## config.mk

```make
export PLATFORM = sky130hd
export DESIGN_NAME = multibyte_add_seq
export DESIGN_NICKNAME = d
export VERILOG_FILES = /design/src/rtl/multibyte_add_seq_pkg.sv /design/src/rtl/multibyte_add_seq_cla.sv /design/src/rtl/multibyte_add_seq.sv
export SDC_FILE = /design/constraint.sdc
export NUM_CORES = 1
export LEC_CHECK = 0
export BUFFER_PORTS_ARGS = -buffer_cell sky130_fd_sc_hd__buf_2
export CORE_UTILIZATION = 35
export DETAILED_ROUTE_END_ITERATION = 12
export GPL_TIMING_DRIVEN = 0
export PLACE_DENSITY = 0.63
export SYNTH_ARGS = -nofsm -noshare
export SYNTH_HDL_FRONTEND = slang
export SYNTH_SLANG_ARGS = --single-unit
```

## constraint.sdc

```tcl
create_clock -name clk -period 10.1 [get_ports clk]
set_input_delay 2.02 -clock clk [delete_from_list [all_inputs] [get_ports clk]]
set_output_delay 2.02 -clock clk [all_outputs]
set_load 0.01 [all_outputs]
```

## src/rtl/multibyte_add_seq_pkg.sv

```systemverilog
// Shared types and constants for the byte-serial multi-precision add/subtract sequencer.
// Holds the FSM encoding, operation-select values and the adder slice width.
package multibyte_add_seq_pkg;

  localparam int   BYTE_W = 8;
  localparam logic OP_ADD = 1'b0;
  localparam logic OP_SUB = 1'b1;

  typedef enum logic [1:0] {
    IDLE = 2'd0,
    RUN  = 2'd1,
    HOLD = 2'd2
  } state_t;

endpackage

```

## src/rtl/multibyte_add_seq_cla.sv

```systemverilog
// 8-bit carry-lookahead adder slice; purely combinational, zero latency, no flow control.
// Every carry is a flat sum-of-products of generate/propagate terms and the carry-in.
module eightbitCLA
  import multibyte_add_seq_pkg::*;
(
  output logic [BYTE_W-1:0] sum,
  output logic              carryout,
  input  logic [BYTE_W-1:0] a,
  input  logic [BYTE_W-1:0] b,
  input  logic              carryin
);

  logic [BYTE_W-1:0] g;
  logic [BYTE_W-1:0] p;
  logic [BYTE_W:0]   c;
  logic              run_p;
  logic              cc;

  assign g = a & b;
  assign p = a ^ b;

  // c[i+1] = g[i] | p[i]g[i-1] | ... | p[i..0]carryin, built from the top bit downwards
  always_comb begin
    c     = '0;
    run_p = 1'b1;
    cc    = 1'b0;
    c[0]  = carryin;
    for (int i = 0; i < BYTE_W; i++) begin
      run_p = 1'b1;
      cc    = 1'b0;
      for (int j = i; j >= 0; j--) begin
        cc    = cc | (g[j] & run_p);
        run_p = run_p & p[j];
      end
      c[i+1] = cc | (run_p & carryin);
    end
  end

  assign sum      = p ^ c[BYTE_W-1:0];
  assign carryout = c[BYTE_W];

endmodule

```

## src/rtl/multibyte_add_seq.sv

```systemverilog
// Multi-precision add/subtract, one byte per clock LSB first; valid WORDS cycles after accept.
// New requests are refused (ready low) until the held result is acknowledged.
module multibyte_add_seq
  import multibyte_add_seq_pkg::*;
#(
  parameter  int WORDS = 4,
  localparam int IDXW  = $clog2(WORDS)
) (
  input  logic                    clk,
  input  logic                    rst,
  input  logic                    start,
  input  logic                    sub,
  input  logic [BYTE_W*WORDS-1:0] opa,
  input  logic [BYTE_W*WORDS-1:0] opb,
  output logic                    ready,
  output logic                    valid,
  input  logic                    ack,
  output logic [BYTE_W*WORDS-1:0] result,
  output logic                    carryout,
  output logic                    overflow
);

  state_t state;
  state_t state_nxt;

  logic [IDXW-1:0]                idx;
  logic                           carry_q;
  logic                           sub_q;
  logic [WORDS-1:0][BYTE_W-1:0]   a_q;
  logic [WORDS-1:0][BYTE_W-1:0]   b_q;
  logic [WORDS-1:0][BYTE_W-1:0]   res_q;
  logic                           co_q;
  logic                           ovf_q;

  logic [BYTE_W-1:0]              cla_a;
  logic [BYTE_W-1:0]              cla_b;
  logic [BYTE_W-1:0]              cla_sum;
  logic                           cla_co;
  logic                           last;

  assign last  = (idx == IDXW'(WORDS - 1));
  assign cla_a = a_q[idx];
  // Subtraction is A + ~B + 1; the +1 enters through the carry register seeded at accept.
  assign cla_b = (sub_q == OP_ADD) ? b_q[idx] : ~b_q[idx];

  eightbitCLA u_cla (
    .sum      (cla_sum),
    .carryout (cla_co),
    .a        (cla_a),
    .b        (cla_b),
    .carryin  (carry_q)
  );

  always_ff @(posedge clk or posedge rst) begin
    if (rst) begin
      state <= IDLE;
    end else begin
      state <= state_nxt;
    end
  end

  always_comb begin
    state_nxt = state;
    case (state)
      IDLE:    if (start) state_nxt = RUN;
      RUN:     if (last)  state_nxt = HOLD;
      HOLD:    if (ack)   state_nxt = IDLE;
      default:            state_nxt = IDLE;
    endcase
  end

  always_ff @(posedge clk or posedge rst) begin
    if (rst) begin
      idx     <= '0;
      carry_q <= 1'b0;
      sub_q   <= 1'b0;
      a_q     <= '0;
      b_q     <= '0;
      res_q   <= '0;
      co_q    <= 1'b0;
      ovf_q   <= 1'b0;
    end else begin
      case (state)
        IDLE: begin
          if (start) begin
            a_q     <= opa;
            b_q     <= opb;
            sub_q   <= sub;
            carry_q <= (sub == OP_SUB);
            idx     <= '0;
          end
        end
        RUN: begin
          res_q[idx] <= cla_sum;
          carry_q    <= cla_co;
          if (last) begin
            co_q  <= cla_co;
            ovf_q <= (cla_a[BYTE_W-1] == cla_b[BYTE_W-1]) &&
                     (cla_sum[BYTE_W-1] != cla_a[BYTE_W-1]);
          end else begin
            idx <= idx + 1'b1;
          end
        end
        default: ;
      endcase
    end
  end

  assign ready    = (state == IDLE);
  assign valid    = (state == HOLD);
  assign result   = res_q;
  assign carryout = co_q;
  assign overflow = ovf_q;

endmodule

```

# After elaboration in Yosys (flattened, before gate mapping)
# Index checks and enable logic that the tools add are counted.
[totals]
reg_bits = 104
latch_bits = 0
ram_bits = 0
rom_bits = 0
in_bits = 69
output_inout_bits = 36
elab_cells = 160
n_memories = 0
[classes]
addsub = 1
multipliers = 0
div_mod_pow = 0
magnitude_cmp = 2
n_eq_ne = 9
shifts = 0
n_mux = 17
n_bitwise = 104
n_reduce_logical = 9
[ops]
columns = ["op", "n"]
rows = [
  ["AND 1 bit", 64],
  ["bitwise OR 1 bit", 36],
  ["binary-select mux 8 bit (select 2 bit)", 2],
  ["bitwise mux 32 bit", 1],
  ["2-to-1 mux 8 bit", 4],
  ["demux 8 bit (select 2 bit)", 1],
  ["bitwise XOR 8 bit", 2],
  ["2-to-1 mux 2 bit", 5],
  ["AND 8 bit", 1],
  ["NOT 8 bit", 1],
  ["inequality test 2 bit, second input constant", 3],
  ["one-hot mux 2 bit (3 select lines)", 1],
  ["AND reduction 2 bit", 3],
  ["AND reduction 3 bit", 2],
  ["== test 2 bit, second input constant", 2],
  ["one-hot mux 2 bit (2 select lines)", 1],
  ["less-than comparator 2 x 3 -> 1 bit, second input constant", 1],
  ["adder 2 x 1 -> 2 bit, second input constant", 1],
  ["== test 2 x 1 -> 1 bit, second input constant", 1],
  [">= comparator 2 x 1 -> 1 bit, second input constant", 1],
  ["logical AND 1 bit", 2],
  ["zero test 2 bit", 1],
  ["inequality test 2 x 1 -> 1 bit, second input constant", 1],
  ["one-hot mux 1 bit (2 select lines)", 1],
  ["other kinds (4)", 4],
]

# Depth between registers and ports, before layout
# Gate-level depths: netlist of the first run.
[depth]
ltp_word = 16
ltp_mapped = 10
depth_no_buf = 8

# Cells and area by module
# From an unflattened synthesis of the first run, not the netlist that was laid out.
[hier_totals]
hier_cells = 317
hier_area_um2 = 4787.1
[by_module_without_submodules]
columns = ["mod", "n_inst", "cells_each", "area_per_inst_um2", "seq_area_each_um2"]
rows = [
  ["multibyte_add_seq", 1, 276, 4464.3, 2602.5],
  ["eightbitCLA", 1, 41, 322.8, 0.0],
]

# Worst setup path before layout of the first run
# Ideal clock, no wire load.
[synth_timing]
kind = "input to register"
from = "input port start"
to = "register a_q[24] in the netlist's numbering"
setup_time_ns = 0.125
arrival_time_ns = 2.787
required_time_ns = 9.975
path_slack_ns = 7.188
cell_stages = 4
path_buffers = 2
cell_sequence = "and2_1 > buf_4 > buf_6 > mux2_2"
[synth_via]
elab_chain_len = 1
[synth_lines]
columns = ["element", "line", "text"]
rows = [
  ["start, declared", "multibyte_add_seq.sv:11", "input logic start,"],
  ["AND reduction 2 bit (no source line)", "-", ""],
  ["end signal, assigned", "multibyte_add_seq.sv:86", "a_q <= opa;"],
  ["end, declared", "multibyte_add_seq.sv:29", "logic [WORDS-1:0][BYTE_W-1:0] a_q;"],
]
# No other way between the ends.
# A chain may end at the register's enable or synchronous reset.

# Final worst setup path of the first run
[layout_timing]
from = "register state[1]"
to = "output port valid"
[layout_via]
elab_chain_len = 1
[layout_lines]
columns = ["element", "line", "text"]
rows = [
  ["start, declared", "multibyte_add_seq.sv:23", "state_t state;"],
  ["start signal, assigned", "multibyte_add_seq.sv:58", "state <= state_nxt;"],
  ["== test 2 bit", "multibyte_add_seq.sv:110", "assign valid = (state == HOLD);"],
  ["end, declared", "multibyte_add_seq.sv:16", "output logic valid,"],
]
# No other way between the ends.

==> results of run 1 <==
-- worst reg2reg max path, cell delays in order, from the launching register on --
cell and delay [ps]:
sky130_fd_sc_hd__dfrtp_1 400, sky130_fd_sc_hd__buf_6 210, sky130_fd_sc_hd__buf_4 260, sky130_fd_sc_hd__mux4_2 550, sky130_fd_sc_hd__xor2_1 160, sky130_fd_sc_hd__ha_1 340
sky130_fd_sc_hd__o21ai_0 180, sky130_fd_sc_hd__nand2b_1 140, sky130_fd_sc_hd__a31oi_1 220, sky130_fd_sc_hd__xor2_1 350, sky130_fd_sc_hd__o21ai_0 160
-- flip-flops by register name, summed over array words and instances, names as in the netlist --
signal,flops
carryout,1
state,2
overflow,1
result,32
a_q,32
carry_q,1
idx,2
b_q,32
sub_q,1
-- layout by cell type, fill, tap and decap left out, drive strengths merged, types with 2 or more instances in the layout --
cell type	synthesis	layout
nand2b	2	2
a21oi	6	6
mux4	16	16
buf	13	118
clkbuf	3	13
o31ai	2	2
a21o	2	2
o21ai	31	31
ha	12	12
mux2	70	70
inv	5	7
nor2	8	8
nand2	35	35
clkinv	0	2
dfrtp	104	104
xnor2	2	2
xor2	14	14
-- final cells by class --
| type | count | share of cell area |
|---|---|---|
| clock inverters | 6 | 0.01302 |
| repair buffers | 105 | 0.09503 |
| plain buffers | 16 | 0.01931 |
| flip-flops and latches | 104 | 0.4513 |
| clock buffers | 10 | 0.04144 |
| well taps | 172 | 0.03732 |
| multi-input cells | 210 | 0.3389 |
| inverters | 5 | 0.003688 |
-- routing by layer --
layer  wire (um)  GRT usage  share of wire  vias up
met1        4500     0.1987           0.45     1464
li1            -          -              -     1419
met5           0          0              0        -
met3         551    0.05184          0.055       10
met2        4843     0.2485           0.48       74
met4         135    0.05048          0.013        0
-- cells by family (layout without fill, tap and decap cells) --
family                     count (synthesis)  in the layout  share of synthesized area
xor gates and xnor gates                  16             16                    0.03150
adders and majority gates                 13             13                    0.03630
AOI/OAI and AO/OA                         47             47                    0.06274
muxes                                     86             86                     0.2451
and+or+nand+nor                           48             48                    0.04138
DFF                                      104            104                     0.5553
buffers and inverters                     21            142                    0.02776
-- through the flow --
| step | cell area, sq um | setup WS (ps) |
|---|---|---|
| after floorplan | 4687 | 5348 |
| final | 5767 | 6992 |
| after CTS | 5767 | 6951 |
| after global routing | 5767 | 6743 |
| after global placement | 5423 | 4261 |
| after detailed placement | 5453 | 6894 |
-- Yosys cell counts --
master / n / area, sq um
sky130_fd_sc_hd__buf_1: 1 / 3.750
sky130_fd_sc_hd__a211oi_2: 1 / 12.51
sky130_fd_sc_hd__inv_1: 5 / 18.77
sky130_fd_sc_hd__a41oi_4: 1 / 27.53
sky130_fd_sc_hd__buf_6: 5 / 56.30
sky130_fd_sc_hd__a21oi_1: 6 / 30.03
sky130_fd_sc_hd__buf_4: 2 / 15.01
sky130_fd_sc_hd__mux4_2: 16 / 360.4
sky130_fd_sc_hd__buf_2: 5 / 25.02
sky130_fd_sc_hd__o21bai_1: 1 / 7.510
sky130_fd_sc_hd__o22ai_1: 1 / 6.260
sky130_fd_sc_hd__nor2b_1: 1 / 6.260
sky130_fd_sc_hd__mux2_2: 70 / 788.3
sky130_fd_sc_hd__o31ai_1: 1 / 7.510
sky130_fd_sc_hd__ha_1: 12 / 150.1
sky130_fd_sc_hd__xnor2_1: 2 / 17.52
sky130_fd_sc_hd__dfrtp_1: 104 / 2603
sky130_fd_sc_hd__clkbuf_1: 3 / 11.26
sky130_fd_sc_hd__o21ai_2: 1 / 8.760
sky130_fd_sc_hd__nor3_1: 1 / 5.000
sky130_fd_sc_hd__nand2b_1: 2 / 12.51
sky130_fd_sc_hd__o21ai_1: 2 / 10.01
sky130_fd_sc_hd__xor2_2: 1 / 16.27
sky130_fd_sc_hd__o21ai_0: 28 / 140.1
sky130_fd_sc_hd__and2_1: 1 / 6.260
sky130_fd_sc_hd__nand2_2: 1 / 6.260
sky130_fd_sc_hd__nor2_1: 8 / 30.03
sky130_fd_sc_hd__a22o_1: 1 / 8.760
sky130_fd_sc_hd__a21o_1: 1 / 7.510
sky130_fd_sc_hd__xor2_1: 13 / 113.9
sky130_fd_sc_hd__fa_1: 1 / 20.02
sky130_fd_sc_hd__a21o_2: 1 / 8.760
sky130_fd_sc_hd__nand2_1: 34 / 127.6
sky130_fd_sc_hd__a31oi_1: 1 / 6.260
sky130_fd_sc_hd__o31ai_2: 1 / 12.51
-- final timing paths --
path                             from    endpoint  slack [ps]  cells after the start
max in group asynchronous         rst      a_q[6]        7660                      3
setup reg to reg               idx[0]  result[22]        7010                     10
hold / removal             result[12]  result[12]         480                      2
setup / recovery             state[1]       valid        6990                      3
hold reg to reg            result[12]  result[12]         480                      2
min in group asynchronous         rst   result[5]        1760                      2
==> flow_results.org, run 1 <==
** Finish
- Fill cell total of the finished layout :: approximately 1,200
- From synthesis to final layout, the design area changed by 23.04%.
- Final net count :: 533
- Area taken by multi-input logic gates :: between 1500 and 2000 sq um
- The number of antenna diodes in the final layout is 0.
- The count of cells in the finished layout, fillers not included, comes to 628.
- Fraction of layout instances using a drive strength above 1 :: 0.4978
- Sequential cell area in the final layout :: approximately 2600 sq um
- Fin util :: 0.4497

** Clocking
- The clock passes through at most 2 buffers.
- In this run the number of H-tree levels came out at 3.
- Setup Fix Bufs, Post-CTS :: 0
- The clock net in this run drives a total of around 100 sinks.
- Clock root buffer :: sky130_fd_sc_hd__clkbuf_16
- CTS tree :: yes
- In this run, post-CTS repair resized a total of 0 instances.
- At the later pin of the worst-skew pair, clock insertion delay measures between 300 and 400 ps.
- Number of CTS-inserted buffers :: 9
- Number of hold-repair buffers added at the cts stage :: 0
- Clock input transition at the sequential cells of the worst setup and hold paths :: 70 ps

** Floorplanning
- From bottom edge to top edge, the die measures roughly 120 um.
- Die boundary width :: approximately 120 um
- Starting density of the core :: 0.3655
- Core box area :: 12,820 sq um
- I/O pin count :: between 100 and 150
- The die covers 13,860 sq um.
- The floorplan has 41 rows.

** Timing
- Final setup vio count :: 0
- In this run the tightest slew margin relative to its limit is 0.5699.
- Setup repair after global routing left no endpoint under its margin.
- Final count of hold timing violations :: 0
- For the pin with the worst max-slew slack, the measured transition is ~650 ps.
- Dividing the final minimum period by the clock period gives 0.3077.
- The final number of max-transition violations was 0.
- Clock period minus worst slack :: 3108 ps
- Fmax :: about 320 MHz
- Between clock sinks in the finished design, the worst skew comes to between 8 and 9 ps.
- Tightest hold margin :: approximately 480 ps
- Adding up every negative setup slack in the final design gives 0 ps.

** Routing
- Before antenna repair, the detailed router went through 4 iterations.
- For this run, design rule violations remaining after detail routing come to 0.
- Wires add up to between 10 and 15 mm.
- Post-detailed-route count of antenna-violating nets :: 0
- The detailed router finished its first iteration with approximately 130 violations.
- In the final routed layout, each cell accounts on average for 15.97 um.
- Vias post-DR :: approximately 3,000
- In the routed layout, each cell is associated on average with a via count of 4.725.

** Global routing
- Global routing finished with a remaining overflow of 0.
- Entering global routing, the biggest net connects 54 pins.
- The first global-routing pass estimated approximately 16 mm of wire.
- Across every metal layer, demand over resource in global routing totals 0.1557.
- The via count of the first global-routing pass was between 3,000 and 4,000.
- The number of antenna violations at the first check in global routing came to 0.

** Setup path
- Critical Path Sink Type :: output port
- Maximum fanout along the worst path :: 4
- Slowest Stage Delay on Critical Path :: roughly 400 ps
- Data on the critical path is required at its endpoint by 8080 ps.
- STA puts the critical path data arrival time at around 1100 ps.
- Critical setup path kind :: flop to output port
- The critical path contains buffers and inverters numbering 2 combined.
- For this design, the slowest cell found on the critical path is sky130_fd_sc_hd__dfrtp_1.
- On the critical path the largest part of the delay comes from flip-flops.
- STA classifies the critical path startpoint as a flop.
- Traced cell by cell, the critical path runs through inv_1 -> nor2_1 -> buf_2.

** Place
- Total placed cells including tap cells :: 612
- Weighted congestion at the end of routability-driven global placement :: between 0.7 and 0.8
- Port buffer count :: ~100
- Detailed placer's ending HPWL :: 7.700 mm

** Synth
- Synthesis produced 335 cells.
- Synthesized cell area :: ~4700 sq um
- Of the synthesized area, sequential elements account for 0.5553.
- #FFs+latches synth :: 104
- The Yosys step of the flow raised 0 warnings.
- Number of distinct library cells after synthesis :: 35
- In this run the mean area of a mapped cell was around 14 sq um.
- Post-Syn Nets :: approximately 420

** Run
- The tool flagged a number of max-cap violations equal to 0.

** Min path
- Type of the tightest min-delay check :: flop to flop

** Run status
- The run finished with clean final reports.
Power of run 1 is left out: the tool's default activity adds up to more than one toggle a clock period on the data nets, which glitch-free logic cannot reach.
==> inputs of run 2 (changes only) <==
Settings changed: PLACE_DENSITY 0.63 to 0.65.
Clock period 10.1 ns to 2.7 ns, I/O delays scaled along.
==> run 2 against run 1 <==
Effect of this change: the run now ends with negative setup slack left; flip-flop and latch count did not move; via count rose by 4.6%; non-clock buffer count rose by 18; die area did not move; register-to-register slack got worse by 7100 ps; critical endpoint is now result[4].
==> flow_results.org, run 2 (same netlist as run 1, synthesis figures left out) <==
** Run status
- The run finished, with violations left.
- Failing checks :: negative setup slack

** Setup path
- Slowest Stage Delay on Critical Path :: 560 ps (+160 ps)
- STA classifies the critical path startpoint as a flop.
- STA classifies the critical path endpoint as a flop.
- The critical path data arrival time is 3000 ps (+1910 ps).
- CP max-delay cell :: sky130_fd_sc_hd__mux4_2
- Library cell appearing most often on the critical path :: sky130_fd_sc_hd__buf_4
- The endpoint required time on the critical path was 2920 ps (-5160 ps).
- Critical setup path kind :: flop to flop
- List of cells traversed by the critical path :: buf_12 -> mux4_2 -> xor2_2 -> ha_1 -> a211oi_2 -> buf_4 -> o21bai_2 -> a21oi_2 -> xor2_1 -> buf_4 -> o21ai_1
- Maximum fanout along the worst path :: 5 (+1)

** Floorplanning
- Die area :: 13,860 sq um (unchanged)
- Num rows :: 41 (unchanged)
- The initial core utilization is 0.3655 (unchanged).
- The die outline height was 117.7 um (unchanged).
- Core box area :: 12,820 sq um (unchanged)
- The die boundary width came to 117.7 um (unchanged).
- The top-level port count was 105 (unchanged).

** Timing
- Of the available clock period, the critical path in the final layout requires 1.027.
- Slew at the pin with the worst max-slew slack :: 833.5 ps (+188.3 ps)
- The final setup violation count was 17 (+17).
- Final count of hold timing violations :: 0 (unchanged)
- Final setup skew :: 5.162 ps (-3.609 ps)
- Clock period minus worst slack :: about 2800 ps
- Derived from the worst setup path, the maximum achievable clock frequency is roughly 360 MHz.
- The final number of max-transition violations was 0 (unchanged).
- The worst hold margin was 343.6 ps (-134.0 ps).
- The final worst-path setup slack was -74.20 ps (-7066 ps).
- Setup repair after global routing could not meet its margin everywhere.
- The worst slew slack as a fraction of its limit came to 0.4432 (-0.1267).

** Routing
- The number of nets still failing antenna checks after routing came to 0 (unchanged).
- Number of DRC markers after the initial detailed-route iteration :: 141 (+6.8%)
- WL final :: 10.71 mm (+6.7%)
- Routed length per instance :: 16.55 um (+3.6%)
- The detailed-route DRC error count came to 0 (unchanged).
- The total number of vias is 3,102 (+4.6%).
- The number of iterations in the first detailed-routing pass is 4 (unchanged).
- The via density per instance is 4.794 (+1.5%).

** Clocking
- Clock tree synthesis selected as its root buffer the cell sky130_fd_sc_hd__clkbuf_16.
- The H-tree depth came to 3 (unchanged).
- Number of hold-repair buffers added at the cts stage :: 0 (unchanged)
- The number of clock buffers inserted by TritonCTS came to 9 (unchanged).
- Buffers from clock root to sink, at most :: 2 (unchanged)
- TritonCTS built the clock tree.
- The clock latency at the later pin of the worst-skew pair is 350 ps (about the same).
- The TritonCTS sink count came to 104 (unchanged).
- The clock slew seen by the registers of the worst setup and hold paths came to 70 ps (about the same).

** Global routing
- The number of antenna violations at the first check in global routing came to 1 (+1).
- Pin count of the biggest net entering global routing :: 38 (-30%)
- The via count of the first global-routing pass is 3,216 (+3.2%).
- The global-route total usage across every layer was 0.1615 (+0.005851).
- The remaining global-route overflow came to 0 (unchanged).
- The first-pass GRT wire length is 17.10 mm (+4.7%).

** Finish
- Fin cells :: 647 (+3.0%)
- Fin util :: 0.4710 (+0.02137)
- The count of nets after finishing is 551 (+3.4%).
- Fraction of layout instances using a drive strength above 1 :: 0.5464 (+0.04861)
- Most common library cell in the layout ignoring fill and taps :: sky130_fd_sc_hd__buf_2
- Fill cell total of the finished layout :: 1,186 (-2.4%)
- Highest-count cells in the layout ignoring fill and taps :: sky130_fd_sc_hd__buf_2 (107), sky130_fd_sc_hd__dfrtp_1 (104), sky130_fd_sc_hd__mux2_2 (70)
- Synth-to-layout area growth :: 28.88%

** Place
- The count of port buffers added during placement is 104 (unchanged).
- Total placed cells including tap cells :: 613 (+0.16%)
- Detailed placer's ending HPWL :: 7.838 mm (+1.8%)
- The last weighted congestion value of the routability-driven placer was 0.7396 (-2.1%).

** Min path
- In this run the worst hold path is classified as input pin to async pin.

** Run
- The count of max-cap constraint violations is 0 (unchanged).
## run 2: cell count changes in the layout (fill, tap and decap cells not counted), moves of 2 or more
cell and change:
sky130_fd_sc_hd__xor2_4 +3, sky130_fd_sc_hd__clkinv_2 +3, sky130_fd_sc_hd__xor2_1 -3, sky130_fd_sc_hd__o21ai_1 +13, sky130_fd_sc_hd__o21ai_2 +7, sky130_fd_sc_hd__buf_4 +15, sky130_fd_sc_hd__buf_2 -2, sky130_fd_sc_hd__o21ai_0 -20
sky130_fd_sc_hd__buf_12 +5
## run 2: worst max-delay path, delay by kind of cell (launching register included)
family / cells / cell delay [ps]
muxes: 1 / 560
AOI/OAI and AO/OA: 4 / 560
buffers and inverters: 3 / 470
DFF: 1 / 390
xor gates and xnor gates: 2 / 340
adders and majority gates: 1 / 330
## run 2: final cells by class
| type | instances | area, sq um | area share |
|---|---|---|---|
| Timing Repair Buffer | 123 | 704.4 | 0.1166 |
| Inverter | 5 | 22.52 | 0.003728 |
| Sequential cell | 104 | 2603 | 0.4308 |
| Multi-Input combinational cell | 210 | 2078 | 0.3440 |
| Buffer | 16 | 141.4 | 0.02341 |
| Antenna cell | 1 | 2.502 | 0.0004143 |
| Clock inverter | 7 | 48.80 | 0.008078 |
| Clock buffer | 9 | 225.2 | 0.03728 |
| Tap cell | 172 | 215.2 | 0.03563 |
## run 2: per-stage QoR
stage | setup WS [ps] | setup TNS [ps] | instance area (sq um)
3_3_place_gp | -407.4 | -6304 | 5426
3_5_place_dp | -460.1 | -7240 | 5466
2_1_floorplan | 15.72 | 0 | 4691
6_report | -74.20 | -670.1 | 6041
5_1_grt | -206.8 | -3203 | 6038
4_1_cts | -175.5 | -1873 | 5888
## run 2: layer usage
metal | wire length, um | global-route usage | up-vias | share of wire
met5 | 0 | 0 | - | 0
met4 | 104 | 0.04407 | 0 | 0.0097
met3 | 524 | 0.05475 | 8 | 0.049
met2 | 5314 | 0.2673 | 75 | 0.50
met1 | 4762 | 0.2007 | 1564 | 0.44
li1 | - | - | 1455 | -
## run 2: worst paths after layout
path | from | endpoint | slack (ps) | cells after the start
min | rst | result[23] | 340 | 2
min in group clk | ack | state[1] | 360 | 2
max reg2reg | idx[0] | result[4] | -70 | 11
max in group asynchronous | rst | a_q[6] | 1460 | 4
min reg2reg | result[11] | result[11] | 480 | 2
max | idx[0] | result[4] | -70 | 11
## run 2: timing repair
item / CTS / global route
gates resized for setup: 32 / 16
endpoints found under the setup margin: 26 / 23
buffers inserted: 10 / 7
cloned: 0 / 0
pin swaps: 16 / 15
Power of run 2 is left out for the same reason.
